===== config.mk =====
export PLATFORM = sky130hd
export DESIGN_NAME = rom_arbiter
export DESIGN_NICKNAME = d
export VERILOG_FILES = /design/src/rtl/rom_arbiter.sv
export SDC_FILE = /design/constraint.sdc
export NUM_CORES = 1
export LEC_CHECK = 0
export CORE_MARGIN = 2
export CORE_UTILIZATION = 39
export DETAILED_ROUTE_END_ITERATION = 8
export PLACE_DENSITY = 0.74
export SLEW_MARGIN = 10
export SYNTH_ARGS = -nofsm -noshare
export SYNTH_HDL_FRONTEND = slang
export SYNTH_SLANG_ARGS = --single-unit

===== constraint.sdc =====
create_clock -name clk -period 1.3 [get_ports clk]
set_clock_uncertainty 0.05 [all_clocks]
set_input_delay 0.195 -clock clk [delete_from_list [all_inputs] [get_ports clk]]
set_output_delay 0.195 -clock clk [all_outputs]
set_load 0.05 [all_outputs]

===== src/rtl/rom_arbiter.sv =====
// rom_arbiter: round-robin arbiter sharing one synchronous ROM between two
// read requesters. One transaction in flight at a time. Read data is returned
// to the winning requester with a one-cycle valid pulse.
module rom_arbiter #(
   parameter int AW     = 4,
   parameter int DW     = 4,
   parameter int RD_LAT = 1
) (
   input  logic          clk,
   input  logic          rst,
   input  logic          req0,
   input  logic [AW-1:0] addr0,
   input  logic          req1,
   input  logic [AW-1:0] addr1,
   output logic          gnt0,
   output logic          gnt1,
   output logic          rvalid0,
   output logic          rvalid1,
   output logic [DW-1:0] rdata,
   output logic          busy,
   output logic          rom_en,
   output logic [AW-1:0] rom_addr,
   input  logic [DW-1:0] rom_data
);

   typedef enum logic [1:0] {S_IDLE, S_ISSUE, S_WAIT} state_t;

   // Counter reload: WAIT spends RD_LAT cycles before the capture edge.
   localparam logic [1:0] LAT_LOAD = 2'(RD_LAT - 1);

   state_t        r_state;
   logic [1:0]    r_cnt;
   logic          r_last;     // 1 = requester 1 was granted last
   logic          r_owner;    // winner of the transaction in flight
   logic          r_gnt0;
   logic          r_gnt1;
   logic          r_rvalid0;
   logic          r_rvalid1;
   logic [DW-1:0] r_rdata;
   logic          r_busy;
   logic          r_rom_en;
   logic [AW-1:0] r_rom_addr;

   logic          w_any;
   logic          w_win;      // 0 = requester 0 wins, 1 = requester 1 wins

   // Round-robin winner select: a lone request wins, a tie goes to the
   // requester that was not granted last.
   always_comb begin
      w_any = req0 | req1;
      w_win = req1;
      if (req0 && req1) begin
         w_win = ~r_last;
      end
   end

   // Arbitration FSM: grant in IDLE, one ROM enable cycle in ISSUE, count down
   // the read latency in WAIT and capture the ROM data on the last count.
   always_ff @(posedge clk or posedge rst) begin
      if (rst) begin
         r_state    <= S_IDLE;
         r_cnt      <= 2'd0;
         r_last     <= 1'b1;
         r_owner    <= 1'b0;
         r_gnt0     <= 1'b0;
         r_gnt1     <= 1'b0;
         r_rvalid0  <= 1'b0;
         r_rvalid1  <= 1'b0;
         r_rdata    <= '0;
         r_busy     <= 1'b0;
         r_rom_en   <= 1'b0;
         r_rom_addr <= '0;
      end else begin
         r_gnt0    <= 1'b0;
         r_gnt1    <= 1'b0;
         r_rvalid0 <= 1'b0;
         r_rvalid1 <= 1'b0;
         case (r_state)
            S_IDLE: begin
               if (w_any) begin
                  r_owner    <= w_win;
                  r_last     <= w_win;
                  r_rom_addr <= w_win ? addr1 : addr0;
                  r_rom_en   <= 1'b1;
                  r_gnt0     <= ~w_win;
                  r_gnt1     <= w_win;
                  r_busy     <= 1'b1;
                  r_state    <= S_ISSUE;
               end
            end
            S_ISSUE: begin
               r_rom_en <= 1'b0;
               r_cnt    <= LAT_LOAD;
               r_state  <= S_WAIT;
            end
            S_WAIT: begin
               if (r_cnt == 2'd0) begin
                  r_rdata   <= rom_data;
                  r_rvalid0 <= ~r_owner;
                  r_rvalid1 <= r_owner;
                  r_busy    <= 1'b0;
                  r_state   <= S_IDLE;
               end else begin
                  r_cnt <= r_cnt - 2'd1;
               end
            end
            default: begin
               r_state <= S_IDLE;
            end
         endcase
      end
   end

   assign gnt0     = r_gnt0;
   assign gnt1     = r_gnt1;
   assign rvalid0  = r_rvalid0;
   assign rvalid1  = r_rvalid1;
   assign rdata    = r_rdata;
   assign busy     = r_busy;
   assign rom_en   = r_rom_en;
   assign rom_addr = r_rom_addr;

endmodule

==> results of run 1 <==
## kinds of logic (layout without fill, tap and decap cells)
logic type,count (synthesis),after routing
and+or+nand+nor,18,18
muxes,6,6
adders and majority gates,1,1
buffers and inverters,8,54
DFF,20,20
AOI/OAI and AO/OA,13,13
## Yosys cell counts (all sizes together)
cell type and count:
dfrtp 19, inv 6, mux2 6, nand2 5, nor2 4, a21o 3, a221o 3, and3 3
a22o 2, buf 2, nand2b 2, o21ai 2, a21boi 1, a21oi 1, and2 1, dfstp 1
ha 1, nand3b 1, nor3 1, nor4 1, o31ai 1
## through the flow
step,instance area (µm²),util (%)
floorplan,872,-
global placement,1420,65.6
detailed placement,1420,65.6
CTS,1480,68.3
global route,1520,69.9
finish,1520,69.9
## routing by layer
metal / wire length (µm) / track usage [%]
met1: 671 / 17.3
met4: 0 / 5.26
met3: 114 / 2.92
met5: 0 / 0
met2: 881 / 25.5
## registers in the layout, summed over array words and instances (netlist names)
| name | flops |
|---|---|
| busy | 1 |
| gnt0 | 1 |
| gnt1 | 1 |
| r_cnt | 2 |
| r_last | 1 |
| r_owner | 1 |
| r_state | 2 |
| rdata | 4 |
| rom_addr | 4 |
| rom_en | 1 |
| rvalid0 | 1 |
| rvalid1 | 1 |
## how the worst max path moves through the flow
| stage | from | slack [ns] | end | cells after the start |
|---|---|---|---|---|
| finish | r_last | -0.08 | rom_addr[1] | 4 |
| global route | r_last | -0.14 | rom_addr[1] | 4 |
| CTS | r_last | -0.09 | rom_addr[1] | 4 |
| detailed placement | req0 | -0.36 | rom_addr[2] | 5 |
| global placement | req0 | -0.30 | rom_addr[0] | 4 |
| floorplan | r_last | -0.009 | rom_addr[0] | 3 |
## worst max-delay path, stage by stage, from the launching register on
cell	delay [ns]
dfstp_2	0.58
a21boi_4	0.06
buf_6	0.13
nor4_4	0.29
a221o_1	0.20
## cell type report
class / count / area share [%]
Timing Repair Buffer: 44 / 36.1
Sequential cell: 20 / 33.1
Multi-Input combinational cell: 38 / 23.6
Tap cell: 28 / 2.31
Clock inverter: 1 / 1.98
Clock buffer: 3 / 1.49
Inverter: 6 / 1.49
## power groups by stage
stage | clock network, mW | registers (mW) | logic [mW]
2_1_floorplan | 0 | 1.69 | 0.632
3_3_place_gp | 0 | 1.15 | 2.33
3_5_place_dp | 0 | 1.15 | 2.38
4_1_cts | 0.511 | 1.15 | 2.38
5_1_grt | 0.539 | 1.18 | 2.48
6_report | 0.492 | 1.14 | 2.37
## timing repair
action | CTS | global route
hold buffers | 0 | 0
resized for setup | 2 | 5
pin swaps | 1 | 2
endpoints found under the setup margin | 11 | 12
cloned | 0 | 0
setup buffers | 0 | 1
==> impl_metrics.yaml, run 1 <==
setup_path:
  startpoint_type: "register"
  worstReg2RegEnd: "rom_addr[1]"
  worstPathRequired_ns: 1.49
  r2r_start: "r_last"
  endpoint_kind: "register"
  arrival_ns: 1.57
  reg2reg_slack_ns: -0.08
  critPathKind: "reg2reg"
  crit_fanout: 5
  reg2reg_depth: 4
power_and_ir_drop:
  swShare_pct: 39.2
  vdd_drop_max_v: 0.00169
  pwr-share-clk_pct: 12.3
  power_density_nw_per_um2: 2640
  combPwrFrac_pct: 59.2
  cellLeakagePower_nw: 0.721
  internal_power_mw: 2.43
  p_sw_mw: 1.57
  seqPwrFrac_pct: 28.6
  fin_total_pwr_mw: 4.00
placed_design:
  gp_congestion: 0.694
  hpwl_um: 1330
  dp_worst_setup_slack_ns: -0.355
  portBuffers: 29
  placed_cells: 135
yosys:
  postSynthCellCount: 66
  synth_area_um2: 872
  synth_xor_area_share_pct: 0
  ys_ff_latch: 20
  synthMuxAreaShare_pct: 8.18
  synth_compound_area_share_pct: 13.2
  syn-num-nets: 83
  avgSynthCellArea_um2: 13.2
  yosysUniqueCellTypes: 25
  synth_top_area_cell: "dfrtp_1"
  yosys_warnings: 0
  synth_simple_gate_area_share_pct: 14.9
  synth.area.top_cells: "dfrtp_1, mux2_2, a221o_1, dfstp_2, a21o_1"
  synth_top_family_by_area: "simple AND/OR/NAND/NOR gates"
  synth_top_area_share_pct: 54.5
  synthAdderAreaFrac_pct: 1.43
  ys_seq_area_share_pct: 57.5
floorplanning:
  die-area_um2: 2630
  die_x_um: 51.3
  io_pins: 30
  rows: 17
  initial_core_util_pct: 40.2
  coreArea_um2: 2170
  die_h_um: 51.3
clock_network:
  clk_pin_slew_worst_paths_ns: 0.11
  clockRootBuffer: "clkbuf_4"
  cts-htree-levels: 1
  clk_path_buf_depth: 2
  cts_tree: "built"
  cts.sinks: 20
  clock_latency_ns: 0.29
  cts_buffers: 3
final_layout:
  syn_to_final_growth_pct: 73.9
  diodes: 0
  multi_input_area_um2: 358
  layout_common_cells: "dfrtp_1, clkdlybuf4s50_1, buf_12, buf_4"
  final_common_cell: "dfrtp_1"
  drive_gt1_share_pct: 47.3
  seqCellArea_um2: 502
  nNetsFinal: 130
  final_cells: 140
  num-fill-cells: 170
routing:
  first_pass_iters: 2
  wl_um: 1670
  drc: 0
  vias: 662
  ant_nets: 0
  via_per_inst: 4.73
  avgRoutedWirePerCell_um: 11.9
  drt_iter0_markers: 3
timing:
  tns_ns: -0.287
  fin_crit_ns: 1.38
  worst_slew_pin_slew_ns: 0.307
  setup_slack_ns: -0.0815
  max_slew_margin_pct: 79.4
  worst_hold_slack_ns: 0.167
  hold_viol: 0
  rsz0062_at_grt: "true"
  finalSetupViolCount: 5
  finalCritPeriodShare_pct: 106
  maxSlewViolCount: 0
  max_freq_ghz: 0.724
global_routing:
  grt_pass1_vias: 686
  grt_usage_pct: 14.4
  grt_pass1_wl_um: 2820
  overflow: 0
  antenna_found_initial: 0
  grt_max_degree: 21
run_status:
  status: "finished with violations"
  violations: "negative setup slack"
min_path:
  hold_path_class: "in2async"
flow_run:
  cap_viol_max_count: 0
Note: power is estimated with default switching activity, not from simulation.
==> inputs of run 2 (changes only) <==
--- a/config.mk
+++ b/config.mk
@@ -7,6 +7,7 @@
 export LEC_CHECK = 0
 export CORE_MARGIN = 2
 export CORE_UTILIZATION = 39
+export CTS_CLUSTER_DIAMETER = 200
 export DETAILED_ROUTE_END_ITERATION = 8
 export PLACE_DENSITY = 0.74
 export SLEW_MARGIN = 10
==> results of run 2 <==
The final DEF is identical to that of run 1; final timing and power are the same.
==> inputs of run 3 (changes only) <==
--- a/config.mk
+++ b/config.mk
@@ -10,7 +10,7 @@
 export CTS_CLUSTER_DIAMETER = 200
 export DETAILED_ROUTE_END_ITERATION = 8
 export PLACE_DENSITY = 0.74
-export SLEW_MARGIN = 10
+export SLEW_MARGIN = 20
 export SYNTH_ARGS = -nofsm -noshare
 export SYNTH_HDL_FRONTEND = slang
 export SYNTH_SLANG_ARGS = --single-unit
==> results of run 3 <==
The final DEF is identical to that of run 1; final timing and power are the same.
